### src/rtl/tx_byte_buffer.sv
// Byte FIFO feeding the UART TX data synchroniser, one byte per Busy rise/fall handshake.
// Optional drop counter output DROP_CNT is enabled by defining TX_BUF_DROP_CNT_EN.
module tx_byte_buffer #(
    parameter int unsigned DATA_WIDTH  = 8,
    parameter int unsigned DEPTH       = 8,
    parameter int unsigned ADDR_WIDTH  = 3,
    parameter int unsigned ACK_TIMEOUT = 64
) (
    input  logic                  CLK,
    input  logic                  RST,
    input  logic [DATA_WIDTH-1:0] WR_DATA,
    input  logic                  WR_EN,
    input  logic                  Busy,
    output logic                  FULL,
    output logic                  EMPTY,
    output logic [ADDR_WIDTH:0]   COUNT,
    output logic [DATA_WIDTH-1:0] TX_P_Data,
    output logic                  TX_D_VLD,
    output logic                  TX_ERR
`ifdef TX_BUF_DROP_CNT_EN
    ,
    output logic [7:0]            DROP_CNT
`endif
);

    localparam int unsigned TMR_W = $clog2(ACK_TIMEOUT + 1);

    localparam logic [1:0] ST_IDLE  = 2'd0;
    localparam logic [1:0] ST_SEND  = 2'd1;
    localparam logic [1:0] ST_DRAIN = 2'd2;

    logic [DATA_WIDTH-1:0] r_mem [DEPTH];
    logic [ADDR_WIDTH-1:0] r_wr_ptr;
    logic [ADDR_WIDTH-1:0] r_rd_ptr;
    logic [ADDR_WIDTH:0]   r_count;

    logic [1:0]            r_state;
    logic [1:0]            w_state_nxt;
    logic [TMR_W-1:0]      r_timer;
    logic [TMR_W-1:0]      w_timer_nxt;
    logic [DATA_WIDTH-1:0] r_tx_data;
    logic [DATA_WIDTH-1:0] w_tx_data_nxt;
    logic                  r_tx_vld;
    logic                  w_tx_vld_nxt;
    logic                  r_tx_err;
    logic                  w_tx_err_nxt;

    logic                  w_pop;
    logic                  w_push;

    assign EMPTY     = (r_count == '0);
    assign FULL      = (r_count == (ADDR_WIDTH + 1)'(DEPTH));
    assign COUNT     = r_count;
    assign TX_P_Data = r_tx_data;
    assign TX_D_VLD  = r_tx_vld;
    assign TX_ERR    = r_tx_err;

    // A pop in the same cycle frees a slot, so a write into a full FIFO is still taken.
    assign w_push = WR_EN && (!FULL || w_pop);

    // Next-state and registered-output decode for the TX handshake.
    always_comb begin
        w_state_nxt   = r_state;
        w_timer_nxt   = r_timer;
        w_tx_data_nxt = r_tx_data;
        w_tx_vld_nxt  = r_tx_vld;
        w_tx_err_nxt  = 1'b0;
        w_pop         = 1'b0;
        case (r_state)
            ST_IDLE: begin
                if (!EMPTY && !Busy) begin
                    w_pop         = 1'b1;
                    w_tx_data_nxt = r_mem[r_rd_ptr];
                    w_tx_vld_nxt  = 1'b1;
                    w_timer_nxt   = '0;
                    w_state_nxt   = ST_SEND;
                end
            end
            ST_SEND: begin
                if (Busy) begin
                    w_tx_vld_nxt = 1'b0;
                    w_state_nxt  = ST_DRAIN;
                end else if (r_timer == TMR_W'(ACK_TIMEOUT - 1)) begin
                    // No acknowledge from the UART: the byte is abandoned.
                    w_tx_vld_nxt = 1'b0;
                    w_tx_err_nxt = 1'b1;
                    w_state_nxt  = ST_IDLE;
                end else begin
                    w_timer_nxt = r_timer + TMR_W'(1);
                end
            end
            ST_DRAIN: begin
                if (!Busy) begin
                    w_state_nxt = ST_IDLE;
                end
            end
            default: begin
                w_tx_vld_nxt = 1'b0;
                w_state_nxt  = ST_IDLE;
            end
        endcase
    end

    // FSM state and handshake output registers.
    always_ff @(posedge CLK) begin
        if (RST) begin
            r_state   <= ST_IDLE;
            r_timer   <= '0;
            r_tx_data <= '0;
            r_tx_vld  <= 1'b0;
            r_tx_err  <= 1'b0;
        end else begin
            r_state   <= w_state_nxt;
            r_timer   <= w_timer_nxt;
            r_tx_data <= w_tx_data_nxt;
            r_tx_vld  <= w_tx_vld_nxt;
            r_tx_err  <= w_tx_err_nxt;
        end
    end

    // Pointers and occupancy; pointers wrap naturally since DEPTH is a power of 2.
    always_ff @(posedge CLK) begin
        if (RST) begin
            r_wr_ptr <= '0;
            r_rd_ptr <= '0;
            r_count  <= '0;
        end else begin
            if (w_push) begin
                r_wr_ptr <= r_wr_ptr + ADDR_WIDTH'(1);
            end
            if (w_pop) begin
                r_rd_ptr <= r_rd_ptr + ADDR_WIDTH'(1);
            end
            case ({w_push, w_pop})
                2'b10:   r_count <= r_count + (ADDR_WIDTH + 1)'(1);
                2'b01:   r_count <= r_count - (ADDR_WIDTH + 1)'(1);
                default: r_count <= r_count;
            endcase
        end
    end

    // Storage array is intentionally left out of reset.
    always_ff @(posedge CLK) begin
        if (w_push) begin
            r_mem[r_wr_ptr] <= WR_DATA;
        end
    end

`ifdef TX_BUF_DROP_CNT_EN
    logic [7:0] r_drop_cnt;
    logic       w_drop;

    assign w_drop   = WR_EN && FULL && !w_pop;
    assign DROP_CNT = r_drop_cnt;

    // Saturating count of writes lost to a full FIFO.
    always_ff @(posedge CLK) begin
        if (RST) begin
            r_drop_cnt <= '0;
        end else if (w_drop && (r_drop_cnt != 8'hFF)) begin
            r_drop_cnt <= r_drop_cnt + 8'd1;
        end
    end
`endif

endmodule

### config.mk
export PLATFORM = sky130hd
export DESIGN_NAME = tx_byte_buffer
export DESIGN_NICKNAME = d
export VERILOG_FILES = /design/src/rtl/tx_byte_buffer.sv
export SDC_FILE = /design/constraint.sdc
export NUM_CORES = 1
export LEC_CHECK = 0
export ABC_AREA = 1
export CAP_MARGIN = 30
export CORE_MARGIN = 4
export CORE_UTILIZATION = 58
export CTS_CLUSTER_SIZE = 16
export DETAILED_ROUTE_END_ITERATION = 10
export PLACE_DENSITY = 0.79
export SLEW_MARGIN = 25
export SYNTH_ARGS = -nofsm -noshare
export SYNTH_HDL_FRONTEND = slang
export SYNTH_SLANG_ARGS = --single-unit
### constraint.sdc
create_clock -name CLK -period 2 [get_ports CLK]
set_input_delay 0.4 -clock CLK [delete_from_list [all_inputs] [get_ports CLK]]
set_output_delay 0.4 -clock CLK [all_outputs]
set_load 0.02 [all_outputs]
# Word level (Yosys, flattened, before mapping)

Memories as Yosys holds them, arrays and structs flattened. A register that Yosys moved wholly into a read port is not among the register bits.
Index checks and enable logic that the tools add are counted.

Register bits after elaboration: 21
Memory bits (writable): 64
Output and inout bits: 16
Memories: 1

Memory list:

| memory | depth | bits a word | rd ports | clocked after Yosys merged registers in | write ports | RTL line | source |
|---|---|---|---|---|---|---|---|
| r_mem  | 8     | 8           | 1        | 1                                       | 1           | 32       | `logic [DATA_WIDTH-1:0] r_mem [DEPTH];` |

$add $sub $neg: 5
Eq/ne operators: 11
Multiplexer cells: 19
Bitwise operators: 2
Reductions and logical operators: 15

Operators with widths:

| operator                                             | number |
|---|---|
| two-way mux 7 bit                                    | 3 |
| one-hot mux 7 bit (2 select lines)                   | 1 |
| two-way mux 1 bit                                    | 8 |
| two-way mux 2 bit                                    | 4 |
| inequality test 2 bit (second input constant)        | 4 |
| one-hot mux 4 bit (2 select lines)                   | 1 |
| adder 7 x 1 -> 7 bit (second input constant)         | 1 |
| equality test 7 x 6 -> 1 bit (second input constant) | 1 |
| adder 3 x 1 -> 3 bit (second input constant)         | 2 |
| one-hot mux 2 bit (3 select lines)                   | 1 |
| AND reduction 3 bit                                  | 2 |
| adder 4 x 1 -> 4 bit (second input constant)         | 1 |
| equality test 2 x 1 -> 1 bit (second input constant) | 2 |
| equality test 2 bit (second input constant)          | 2 |
| equality test 4 bit (second input constant)          | 1 |
| zero test 4 bit                                      | 1 |
| AND reduction 4 bit                                  | 1 |
| nonzero test 2 bit                                   | 2 |
| subtractor 4 x 1 -> 4 bit (second input constant)    | 1 |
| zero test 1 bit                                      | 3 |
| inequality test 3 bit (second input constant)        | 1 |
| one-hot mux 1 bit (3 select lines)                   | 1 |
| OR reduction 3 bit                                   | 1 |
| logical AND 1 bit                                    | 2 |
| 4 further kinds                                      | 5 |

# Logic depth before layout (Yosys ltp)

Depth after elaboration: 9
Gate-level depth with buffers: 14
Gate-level depth less buffers: 13

# Least setup slack after synthesis

OpenSTA, ideal clock, no wires.

Kind: register -> register
Start point: register r_count[0], in the netlist COUNT[0]
End point: memory r_mem[0][0], enable pin
Arrival: 1.574 ns
Path slack: 0.056 ns
Stages on the path, launching flop included: 8
Buffers on the path: 0
Period minus slack after synthesis: 1.944 ns
Cells stage by stage: dfxtp_1 -> nor2_2 -> nand3b_1 -> inv_1 -> nand2_1 -> nand2_2 -> or2_4 -> nor2_1

RTL lines:

| item                                    | RTL line | source |
|---|---|---|
| from (decl)                             | 35       | `logic [ADDR_WIDTH:0] r_count;` |
| from (signal assigned)                  | 135      | `2'b10: r_count <= r_count + (ADDR_WIDTH + 1)'(1);` |
| from (signal assigned)                  | 136      | `2'b01: r_count <= r_count - (ADDR_WIDTH + 1)'(1);` |
| from (signal assigned)                  | 137      | `default: r_count <= r_count;` |
| equality test 4 bit                     | 52       | `assign FULL = (r_count == (ADDR_WIDTH + 1)'(DEPTH));` |
| named net FULL                          | 14       | `output logic FULL,` |
| zero test 1 bit                         | 59       | `assign w_push = WR_EN && (!FULL \|\| w_pop);` |
| logical OR 1 bit                        | 59       |  |
| logical AND 1 bit                       | 59       |  |
| two-way mux 1 bit                       | 144      | `if (w_push) begin` |
| two-way mux 1 bit (implied by the code) | 145      | `r_mem[r_wr_ptr] <= WR_DATA;` |
| to (decl)                               | 32       |  |

The timed path passes the listed nets, and every way through them passes these cells.

# Worst setup path in the final report

Start point: register r_count[1], in the netlist COUNT[1]
End point: output COUNT[1]

RTL lines:

| item      | RTL line | source |
|---|---|---|
| to (decl) | 16       | `output logic [ADDR_WIDTH:0] COUNT,` |

No word-level cell between the ends.

==> results.txt <==
- Buffers placed on the I/O ports in this run total 27.
* GRT Residual Overflow: 0
* Global Route Usage Sum: slightly above 20%
- STA classifies the critical path startpoint as a flip-flop.
- Setup repair after global routing left no endpoint under its margin.
- The synthesized design contains a little over 90 register bits.
- The most used flip-flop cell after synthesis is sky130_fd_sc_hd__edfxtp_1.
- Synthesized-area fraction occupied by and/or/nand/nor cells: between 15 and 20%
- Maximum cell stage delay along the critical path: about 0.64 ns
- The tightest min-delay check is of the flip-flop to flip-flop type.
- Summing the areas of all fa, ha and maj instances in the mapped netlist gives 2.11% of the synthesized area.
- Yosys mapped a number of flops with a built-in enable equal to 64.
* Share of synthesized area spent on multiplexers: 0%
- During synthesis, Yosys emitted a total of 0 warnings.
- After detailed routing, the number of vias per cell comes to 5.57.
- Summing the areas of all xor and xnor instances in the mapped netlist gives less than 1% of the synthesized area.
- In this run the deepest clock path goes through 2 buffers.
- Number of violations of the max-capacitance limit: 0
* Number of clock sinks seen by CTS: 93
* Cell with the largest stage delay on the worst path: sky130_fd_sc_hd__clkdlybuf4s50_1
- Fraction of synthesis flops using an asynchronous set or reset pin: 0%
- CTS tree: yes
* Clk root buf: sky130_fd_sc_hd__clkbuf_8
- The post-route netlist has around an eighth of its cells at a drive strength greater than 1.
- Minimum clock period: ~1.8 ns
* Total instance count after detailed placement: 500
* Highest-count cells in the layout ignoring fill and taps: 92 x sky130_fd_sc_hd__nor2_1, 64 x sky130_fd_sc_hd__edfxtp_1, 40 x sky130_fd_sc_hd__nand2_1
- Counting every instance in the synthesized netlist gives between 300 and 400.
- Summing the sequential cell areas from Yosys gives roughly 64% of the chip area.
* Worst setup path category: flip-flop to output pin
* Via count of the first global-routing pass: between 2,000 and 3,000
- The clock tree synthesis step divided the H-tree into 3 levels.
- CTS clk-pin slew, worst paths: 0.09 ns
* Chain of cells forming the critical path: clkdlybuf4s50_1
- Across the VDD grid, the largest voltage drop is 1.16 mV.
- Arrival time at the worst endpoint: approximately 1.4 ns
* Gp weighted congestion: about 0.94
* Clock buffer count from CTS: 9
- After floorplanning, the core was sized to cover around 0.0065 mm^2.
- Total via count after detailed routing: around 2,900
* Number of standard-cell rows in the floorplan: 29
- Power density normalized to cell area: ~1300 mW/mm^2
- Worst setup EP type: output pin
* Global-route wire length before repair: around 13 mm
- Derived from the worst setup path, the maximum achievable clock frequency is approximately 550 MHz.
- After detailed routing, the total wire length is around 8 mm.
* Actual transition at the worst max-transition pin: between 0.4 and 0.5 ns
* Post-synthesis instance area: about 0.0039 mm^2
* Final setup TNS: 0 ns
- The first detailed-routing pass took 5 iterations.
* Endpoint required time on the critical path: between 1.5 and 2 ns
* Final Instance Count excl. Fillers: approximately 520
- Number of buffer and inverter instances along the worst setup path: 1
* Count of boundary I/O pins: 28
- Die Y: roughly 90 um
- ANT nets after route: 0
* Setup violators final: 0
* Mapped Avg Cell Area: between 10 and 15 um^2
- Cell accounting for the most synthesized area: sky130_fd_sc_hd__edfxtp_1
- Status: finished, final reports clean
* Maximum fanout count along the critical path: 5
- Synth Net Count: a little over 400
- By area the synthesized netlist is led by sky130_fd_sc_hd__edfxtp_1 49%, sky130_fd_sc_hd__dfxtp_1 15%, sky130_fd_sc_hd__nor2_1 8.8%.
* Full die area: roughly 0.0081 mm^2
* Die boundary width: roughly 90 um
- The number of max-slew violations in the final report came to 0.
* Commonest non-fill, non-tap cell in the layout: sky130_fd_sc_hd__nor2_1
- Worst clock skew: around 0.0049 ns
- In this run, the number of DRC markers left after iteration 0 of detailed routing was between 200 and 250.
- Fraction of the cycle the final worst path needs: between 90% and 100%
* Detailed-route wire length per cell: between 15 and 20 um
- The initial utilization of the core area, before any placement, comes to between 60% and 70%.
- After synthesis, the largest family of logic cells by area is simple AND/OR/NAND/NOR gates.
* Synth unique cells: 35
- Inserted Diodes: 0
- Relative to the synthesized area, the layout overhead comes to 16.8%.
* Final standard cell area without fillers: around 0.0046 mm^2
- The synthesized netlist devotes between 8 and 9% of its cell area to compound gates.
- Number of nets in the final layout: approximately 450
- Hold timing on the final database bottoms out at a slack of ~0.47 ns.
- Measured against its own limit, the worst slew margin works out to 68.5%.
* Number of remaining DRC errors: 0
- The placed instances occupy a cell area of about 0.0044 mm^2.
- Dpl hpwl: approximately 5.6 mm
- Among cell families on the critical path, the largest total delay comes from buffers and inverters.
- Pin count of the biggest net entering global routing: 35
* Clock latency on the worst-skew pair: about 0.35 ns
* Final-report hold violation count: 0
* Post-synth top area share: roughly 49%
- Antenna violations before repair: 0
* Share of the core filled with cells: about 70%
- Number of setup buffers added after CTS: 0
- Leakage power figure: ~1.7 nW
[report_power, final]
part | switching (mW) | total (mW) | internal, mW
Sequential | 0.172 | 2.46 | 2.29
Combinational | 1.29 | 2.08 | 0.788
Clock | 0.636 | 1.30 | 0.664
Total | 2.10 | 5.83 | 3.74
[registers in the layout, indices dropped and copies added, names as in the netlist]
signal and count:
r_wr_ptr 3, r_mem 64, TX_P_Data 8, r_state 2, TX_D_VLD 1, TX_ERR 1
r_rd_ptr 3, COUNT 4, r_timer 7
[metal layers]
metal / track usage, % / part of all wire, % / vias up
met5: 0 / 0 / -
met4: 7.14 / 1.6 / 0
met3: 4.01 / 5.0 / 14
met2: 32.8 / 49 / 93
met1: 28.2 / 44 / 1366
li1: - / - / 1401
[cells by family (layout without fill, tap and decap cells)]
logic type,Yosys count,count (layout)
AOI/OAI and AO/OA,62,62
and+or+nand+nor,181,181
adders and majority gates,6,6
DFF,93,93
xor gates and xnor gates,4,4
buffers and inverters,43,93
[worst paths after layout]
path / start / end / slack (ns) / cells after the start
min reg2reg: TX_P_Data[4] / TX_P_Data[4] / 0.47 / 2
min: TX_P_Data[4] / TX_P_Data[4] / 0.47 / 2
max: COUNT[1] / COUNT[1] / 0.18 / 1
max reg2reg: COUNT[0] / COUNT[3] / 0.18 / 13
[synthesized netlist by cell type (2+ instances only)]
cell and count:
sky130_fd_sc_hd__nand2_1 40, sky130_fd_sc_hd__dfxtp_1 29, sky130_fd_sc_hd__edfxtp_1 64, sky130_fd_sc_hd__inv_2 3, sky130_fd_sc_hd__nand2_2 4, sky130_fd_sc_hd__xor2_1 3, sky130_fd_sc_hd__clkbuf_2 2, sky130_fd_sc_hd__o21ai_0 37
sky130_fd_sc_hd__ha_1 5, sky130_fd_sc_hd__a21oi_1 20, sky130_fd_sc_hd__inv_1 22, sky130_fd_sc_hd__nand3_1 36, sky130_fd_sc_hd__buf_4 2, sky130_fd_sc_hd__clkbuf_1 4, sky130_fd_sc_hd__nor2_1 92, sky130_fd_sc_hd__buf_2 7
[metrics by stage]
| step | power (mW) | setup WS [ns] |
|---|---|---|
| 6_report | 5.83 | 0.176 |
| 5_1_grt | 6.22 | 0.0388 |
| 4_1_cts | 5.85 | 0.169 |
| 3_5_place_dp | 4.58 | -0.150 |
| 3_3_place_gp | 4.51 | -0.0871 |
| 2_1_floorplan | 3.87 | 0.0561 |
[final cells by class]
type / count / area (um^2)
inverter: 27 / 104
clock inverter: 3 / 43.8
sequential: 93 / 2500
timing repair buffer: 50 / 440
tap: 77 / 96.3
fill: 499 / 1890
multi-input combinational: 253 / 1220
clock buffer: 13 / 161
[what timing repair did]
| item | in CTS | in global routing |
|---|---|---|
| endpoints found under the hold margin | 0 | 0 |
| endpoints found under the setup margin | 2 | 0 |
| gates resized for setup | 2 | 0 |
| hold buffers | 0 | 0 |
No activity file was read; power rests on OpenSTA's default activity.
